### src/rtl/key_pkg.sv
// key_pkg: shared definitions for the key-event generator.
//   - KS_* : FSM state encoding (legacy-compatible 2-bit constants)
//   - HOLD_TIME / RPT_TIME : default timing, in clock cycles at 50 MHz
//   - max2 : helper used to size the shared hold/repeat counter
package key_pkg;

  localparam logic [1:0] KS_IDLE    = 2'd0;
  localparam logic [1:0] KS_PRESSED = 2'd1;
  localparam logic [1:0] KS_REPEAT  = 2'd2;

  localparam int HOLD_TIME = 25_000_000;  // 0.5 s press-to-first-repeat
  localparam int RPT_TIME  = 5_000_000;   // 0.1 s between repeats

  function automatic int max2(input int a, input int b);
    return (a > b) ? a : b;
  endfunction

endpackage

### src/rtl/level_edge_det.sv
// level_edge_det: registers the key level and flags its edges.
// Ports:
//   CLK   in   clock, posedge
//   RST   in   synchronous active-high reset
//   lvl   in   key level (already synchronous to CLK)
//   lvl_q out  lvl delayed one cycle; resets to 1 so a key held through
//              reset does not look like a fresh press
//   rise  out  lvl & ~lvl_q (combinational)
//   fall  out  ~lvl & lvl_q (combinational)
module level_edge_det (
  input  logic CLK,
  input  logic RST,
  input  logic lvl,
  output logic lvl_q,
  output logic rise,
  output logic fall
);

  // One-cycle delayed copy of the level
  always_ff @(posedge CLK) begin
    if (RST) begin
      lvl_q <= 1'b1;
    end else begin
      lvl_q <= lvl;
    end
  end

  assign rise = lvl & ~lvl_q;
  assign fall = ~lvl & lvl_q;

endmodule

### src/rtl/key_repeat_gen.sv
// key_repeat_gen: turns a debounced key level into press, release and
// auto-repeat events.
// Parameters:
//   HOLD_TIME  cycles from press_p to the first rpt_p (>= 2)
//   RPT_TIME   cycles between successive rpt_p pulses (>= 2)
// Ports:
//   CLK      in   clock, posedge
//   RST      in   synchronous active-high reset
//   lvl      in   debounced key level, 1 = pressed
//   press_p  out  1-cycle pulse on an accepted press
//   rel_p    out  1-cycle pulse on release of an accepted press
//   rpt_p    out  1-cycle pulse per auto-repeat
//   evt_p    out  press_p | rpt_p
//   hold     out  high while in the REPEAT state
// All outputs are registered.
module key_repeat_gen #(
  parameter int HOLD_TIME = key_pkg::HOLD_TIME,
  parameter int RPT_TIME  = key_pkg::RPT_TIME
) (
  input  logic CLK,
  input  logic RST,
  input  logic lvl,
  output logic press_p,
  output logic rel_p,
  output logic rpt_p,
  output logic evt_p,
  output logic hold
);

  import key_pkg::*;

  localparam int CNTW = $clog2(max2(HOLD_TIME, RPT_TIME) + 1);
  localparam logic [CNTW-1:0] HOLD_LAST = CNTW'(HOLD_TIME - 1);
  localparam logic [CNTW-1:0] RPT_LAST  = CNTW'(RPT_TIME - 1);
  localparam logic [CNTW-1:0] CNT_ZERO  = CNTW'(0);
  localparam logic [CNTW-1:0] CNT_ONE   = CNTW'(1);

  logic            lvl_q;
  logic            rise;
  logic            fall;
  logic [1:0]      state;
  logic [1:0]      state_nx;
  logic [CNTW-1:0] cnt;
  logic [CNTW-1:0] cnt_nx;
  logic            press_nx;
  logic            rel_nx;
  logic            rpt_nx;
  logic            hold_nx;

  level_edge_det u_edge (
    .CLK   (CLK),
    .RST   (RST),
    .lvl   (lvl),
    .lvl_q (lvl_q),
    .rise  (rise),
    .fall  (fall)
  );

  // Next-state, counter and output-pulse decode
  // PRESSED/REPEAT are only ever entered or held with lvl=1, so lvl_q is 1
  // there and "fall" is exactly "lvl=0". Release is tested before expiry so
  // it wins when both happen on the same cycle.
  always_comb begin
    state_nx = state;
    cnt_nx   = CNT_ZERO;
    press_nx = 1'b0;
    rel_nx   = 1'b0;
    rpt_nx   = 1'b0;
    hold_nx  = 1'b0;
    case (state)
      KS_IDLE: begin
        if (rise) begin
          state_nx = KS_PRESSED;
          press_nx = 1'b1;
        end else begin
          state_nx = KS_IDLE;
        end
      end
      KS_PRESSED: begin
        if (fall) begin
          state_nx = KS_IDLE;
          rel_nx   = 1'b1;
        end else if (cnt == HOLD_LAST) begin
          state_nx = KS_REPEAT;
          rpt_nx   = 1'b1;
          hold_nx  = 1'b1;
        end else begin
          cnt_nx = cnt + CNT_ONE;
        end
      end
      KS_REPEAT: begin
        if (fall) begin
          state_nx = KS_IDLE;
          rel_nx   = 1'b1;
        end else if (cnt == RPT_LAST) begin
          rpt_nx  = 1'b1;
          hold_nx = 1'b1;
        end else begin
          cnt_nx  = cnt + CNT_ONE;
          hold_nx = 1'b1;
        end
      end
      default: begin
        state_nx = KS_IDLE;
      end
    endcase
  end

  // State, counter and registered outputs
  always_ff @(posedge CLK) begin
    if (RST) begin
      state   <= KS_IDLE;
      cnt     <= CNT_ZERO;
      press_p <= 1'b0;
      rel_p   <= 1'b0;
      rpt_p   <= 1'b0;
      evt_p   <= 1'b0;
      hold    <= 1'b0;
    end else begin
      state   <= state_nx;
      cnt     <= cnt_nx;
      press_p <= press_nx;
      rel_p   <= rel_nx;
      rpt_p   <= rpt_nx;
      evt_p   <= press_nx | rpt_nx;
      hold    <= hold_nx;
    end
  end

endmodule

### config.mk
export PLATFORM = sky130hd
export DESIGN_NAME = key_repeat_gen
export DESIGN_NICKNAME = d
export VERILOG_FILES = /design/src/rtl/key_pkg.sv /design/src/rtl/level_edge_det.sv /design/src/rtl/key_repeat_gen.sv
export SDC_FILE = /design/constraint.sdc
export NUM_CORES = 1
export LEC_CHECK = 0
export ABC_AREA = 1
export BUFFER_PORTS_ARGS = -buffer_cell sky130_fd_sc_hd__buf_2
export CORE_ASPECT_RATIO = 0.6
export CORE_MARGIN = 1.5
export CORE_UTILIZATION = 45
export CTS_BUF_LIST = sky130_fd_sc_hd__clkbuf_4 sky130_fd_sc_hd__clkbuf_8
export CTS_CLUSTER_SIZE = 40
export DETAILED_ROUTE_END_ITERATION = 12
export GPL_TIMING_DRIVEN = 1
export MAX_ROUTING_LAYER = met4
export SLEW_MARGIN = 20
export SYNTH_ARGS = -nofsm -noshare
export SYNTH_HDL_FRONTEND = slang
export SYNTH_SLANG_ARGS = --single-unit
### constraint.sdc
create_clock -name CLK -period 1.65 [get_ports CLK]
set_input_delay 0.2475 -clock CLK [delete_from_list [all_inputs] [get_ports CLK]]
set_output_delay 0.2475 -clock CLK [all_outputs]
set_load 0.005 [all_outputs]
==> results by group <==
Logic synthesis
  • Synth Warn #: 0
  • Seq/Total Area, Yosys: 36.9%
  • Synth Instances: ~250
  • Synth cell types: 25
  • Post-Syn Area: roughly 0.0018 mm²
  • Async SR Flop Fraction: 0%
  • Syn_area_per_cell: a little over 7 µm²
  • Synth area leader: dfxtp_1
  • Synth Flop Type: dfxtp_1
  • EDFF count, synth: 0
  • Most common cell in the netlist: nand2_1
  • Synthesized flop and latch total: 33
  • Syn_nets: around 250
  • Yosys top cell area share: 36.9%
  • Synth cell count leaders: nand2_1 (51), nor2_1 (49), dfxtp_1 (33)
  • Top area cells in the synthesized netlist: dfxtp_1 (37%), nand2_1 (11%), nor2_1 (10%)

Global route
  • Gr ovfl total: 0
  • Global-route wire length before repair: 6.80 mm
  • Gr usage total: a little over a fifth
  • Initial antenna violation count: 0
  • Vias in the first global route: 1350
  • Largest net degree at the start of global routing: 15

Clocking
  • Clock root buffer: clkbuf_8
  • H-tree Lvls: 2
  • Hold_buf cts: 0
  • CTS Buffer Depth: 2
  • Clk slew on worst S/H paths: about 70 ps
  • Clock sink total: 33
  • CTS tree: built
  • Worst skew pair latency: ~300 ps
  • CTS buffer count: 5

Route
  • Number of routed nets with antenna violations: 0
  • Met1 wire length: around 2.4 mm
  • WL met3: approximately 220 µm
  • Drt via density: 4.76
  • Vias post-DR: around 1500
  • Final WL: 4.06 mm
  • Avg WL per Cell: 12.6 µm
  • Initial DRC Count: between 80 and 90
  • Detailed-route DRC error count: 0
  • Top sig layer: met4
  • Drt pass-1 iters: 5
  • Metal2 WL: around 1.4 mm

Critical path
  • Critical-path top delay cell: dfxtp_1
  • Arr. time, crit path: around 1700 ps
  • Worst path cell trace: ha_2 > nand3_2 > nor2_4 > nand3_1 > nand2_1 > nand2_2 > nand2_4 > buf_12 > nor2_1
  • CP Class: reg -> reg
  • Critical path required time: ~1800 ps
  • Reg-to-reg startpoint: cnt[1]$_SDFF_PP0_
  • Crit-path max cell delay: approximately 350 ps
  • Reg2reg end: cnt[22]$_SDFF_PP0_
  • R2R depth: 9
  • Bufs and invs on worst path: 1
  • CP Capture Type: flip-flop
  • Reg2reg setup slack: 140 ps
  • Worst setup SP type: flip-flop
  • Largest delay share family, worst path: simple AND/OR/NAND/NOR gates
  • Max FO, Critical Path: 14

STA
  • Hold Fails Final Rpt: 0
  • Fin Hold WS: roughly 170 ps
  • Peak Freq: 661 MHz
  • Post-route setup TNS: 0 ps
  • Worst-Margin Slew: 290 ps
  • Slew HR: between 80% and 90%
  • Fin crit share: 91.7%
  • Final worst path period need: approximately 1500 ps
  • Pins Over Slew Limit: 0
  • Min setup slack post-route: approximately 140 ps
  • RSZ-0062 raised after global routing: true
  • # setup viols final: 0
  • Layout Skew: ~4.4 ps

Hold path
  • Worst Hold Class: in -> reg
  • Hold Crit Endpoint: u_edge.lvl_q$_SDFF_PP1_
  • Worst Hold Depth: 2
  • Origin of the worst min-delay path: lvl

Status
  • Status: finished clean

Pwr
  • Worst VDD drop: between 0.0003 and 0.0004 V
  • P_leak: approximately 0.00085 µW
  • Cell Pwr Density: 700 mW/mm²

Die
  • Die span in y: approximately 52 µm
  • CORE AREA: roughly 0.0037 mm²
  • Site Rows: 17
  • Initial Util: between 40% and 50%
  • Full die area: about 0.0044 mm²
  • I/O pin total: 8
  • Die X-Extent: 84.5 µm

Placed design
  • Port buffer count: 7
  • Post-DP HPWL: around 3.2 mm
  • Placed Area: between 0.0015 and 0.002 mm²
  • GPL Wtd Cong: around 0.95
  • Pre-CTS setup slack: roughly 94 ps

Cells and area
  • Layout area overhead: 15.4%
  • Net count, final: 280
  • Layout cell share with drive strength beyond 1: about 23%
  • Design area: ~0.0021 mm²
  • Final Core Density: a little under three fifths
  • N_diodes: 0

Run
  • Max cap viols: 0
==> layout by cell type (no fill, tap or decap), types with 7 or more instances in the layout <==
cell	n
nand4_1	7
xor2_1	11
dfxtp_1	31
buf_2	7
xnor2_1	7
inv_1	26
nand3_1	18
nor2_2	15
nor2_1	49
nand2_1	51
buf_4	12
==> kinds of logic (layout without fill, tap and decap cells) <==
family / Yosys count / in the layout / share of synthesized area (%)
AOI/OAI and AO/OA: 4 / 4 / 1.47
xor gates and xnor gates: 18 / 18 / 8.80
adders and majority gates: 4 / 4 / 2.79
buffers and inverters: 32 / 59 / 8.52
DFF: 33 / 33 / 36.9
and+or+nand+nor: 156 / 156 / 41.6
==> layer usage <==
layer | GRT usage [%] | vias up
met1 | 34.5 | 674
met4 | 6.45 | 0
met2 | 24.0 | 33
met3 | 5.71 | 7
li1 | - | 815
met5 | - | -
==> worst max path at each step <==
stage / from / end / slack [ps] / cells past startpoint
after global routing: cnt[1]$_SDFF_PP0_ / cnt[22]$_SDFF_PP0_ / -7 / 9
after floorplan: cnt[0]$_SDFF_PP0_ / cnt[5]$_SDFF_PP0_ / 220 / 9
after global placement: cnt[1]$_SDFF_PP0_ / cnt[22]$_SDFF_PP0_ / 100 / 9
final: cnt[1]$_SDFF_PP0_ / cnt[22]$_SDFF_PP0_ / 140 / 9
after CTS: cnt[1]$_SDFF_PP0_ / cnt[22]$_SDFF_PP0_ / 80 / 9
after detailed placement: cnt[1]$_SDFF_PP0_ / cnt[17]$_SDFF_PP0_ / 90 / 9
==> per-stage QoR <==
step	power (µW)	std cells
finish	1450	321
global route	1500	321
CTS	1460	320
detailed placement	845	312
global placement	845	312
floorplan	836	247
==> flip-flops by register name, indices dropped and copies added (netlist names) <==
signal        cells
evt_p             1
hold              1
cnt              25
state             2
u_edge.lvl_q      1
rpt_p             1
rel_p             1
press_p           1
==> power by group <==
group / switching [µW] / internal (µW)
Clock: 312 / 309
Sequential: 1.05 / 800
Combinational: 16.1 / 9.82
Total: 329 / 1120
==> final cells by class <==
| type | count | area (µm²) |
|---|---|---|
| clock buffers | 6 | 76.3 |
| clock inverters | 2 | 10.0 |
| fillers | 368 | 1680 |
| inverters | 30 | 113 |
| multi-input cells | 182 | 981 |
| flip-flops and latches | 33 | 663 |
| well taps | 47 | 58.8 |
| repair buffers | 21 | 165 |
==> worst reg2reg max path: stages, from the launching register on <==
cell and delay [ps]:
dfxtp_1 350, ha_2 220, nand3_2 110, nor2_4 150, nand3_1 120, nand2_1 90
nand2_2 80, nand2_4 100, buf_12 150, nor2_1 60
==> repair_timing <==
| action | 4_1_cts | 5_1_grt |
|---|---|---|
| endpoints found under the setup margin | 0 | 23 |
| gates resized for setup | 0 | 3 |
| setup buffers | 0 | 1 |
| endpoints found under the hold margin | 0 | 0 |
Note: power is estimated with default switching activity, not from simulation.
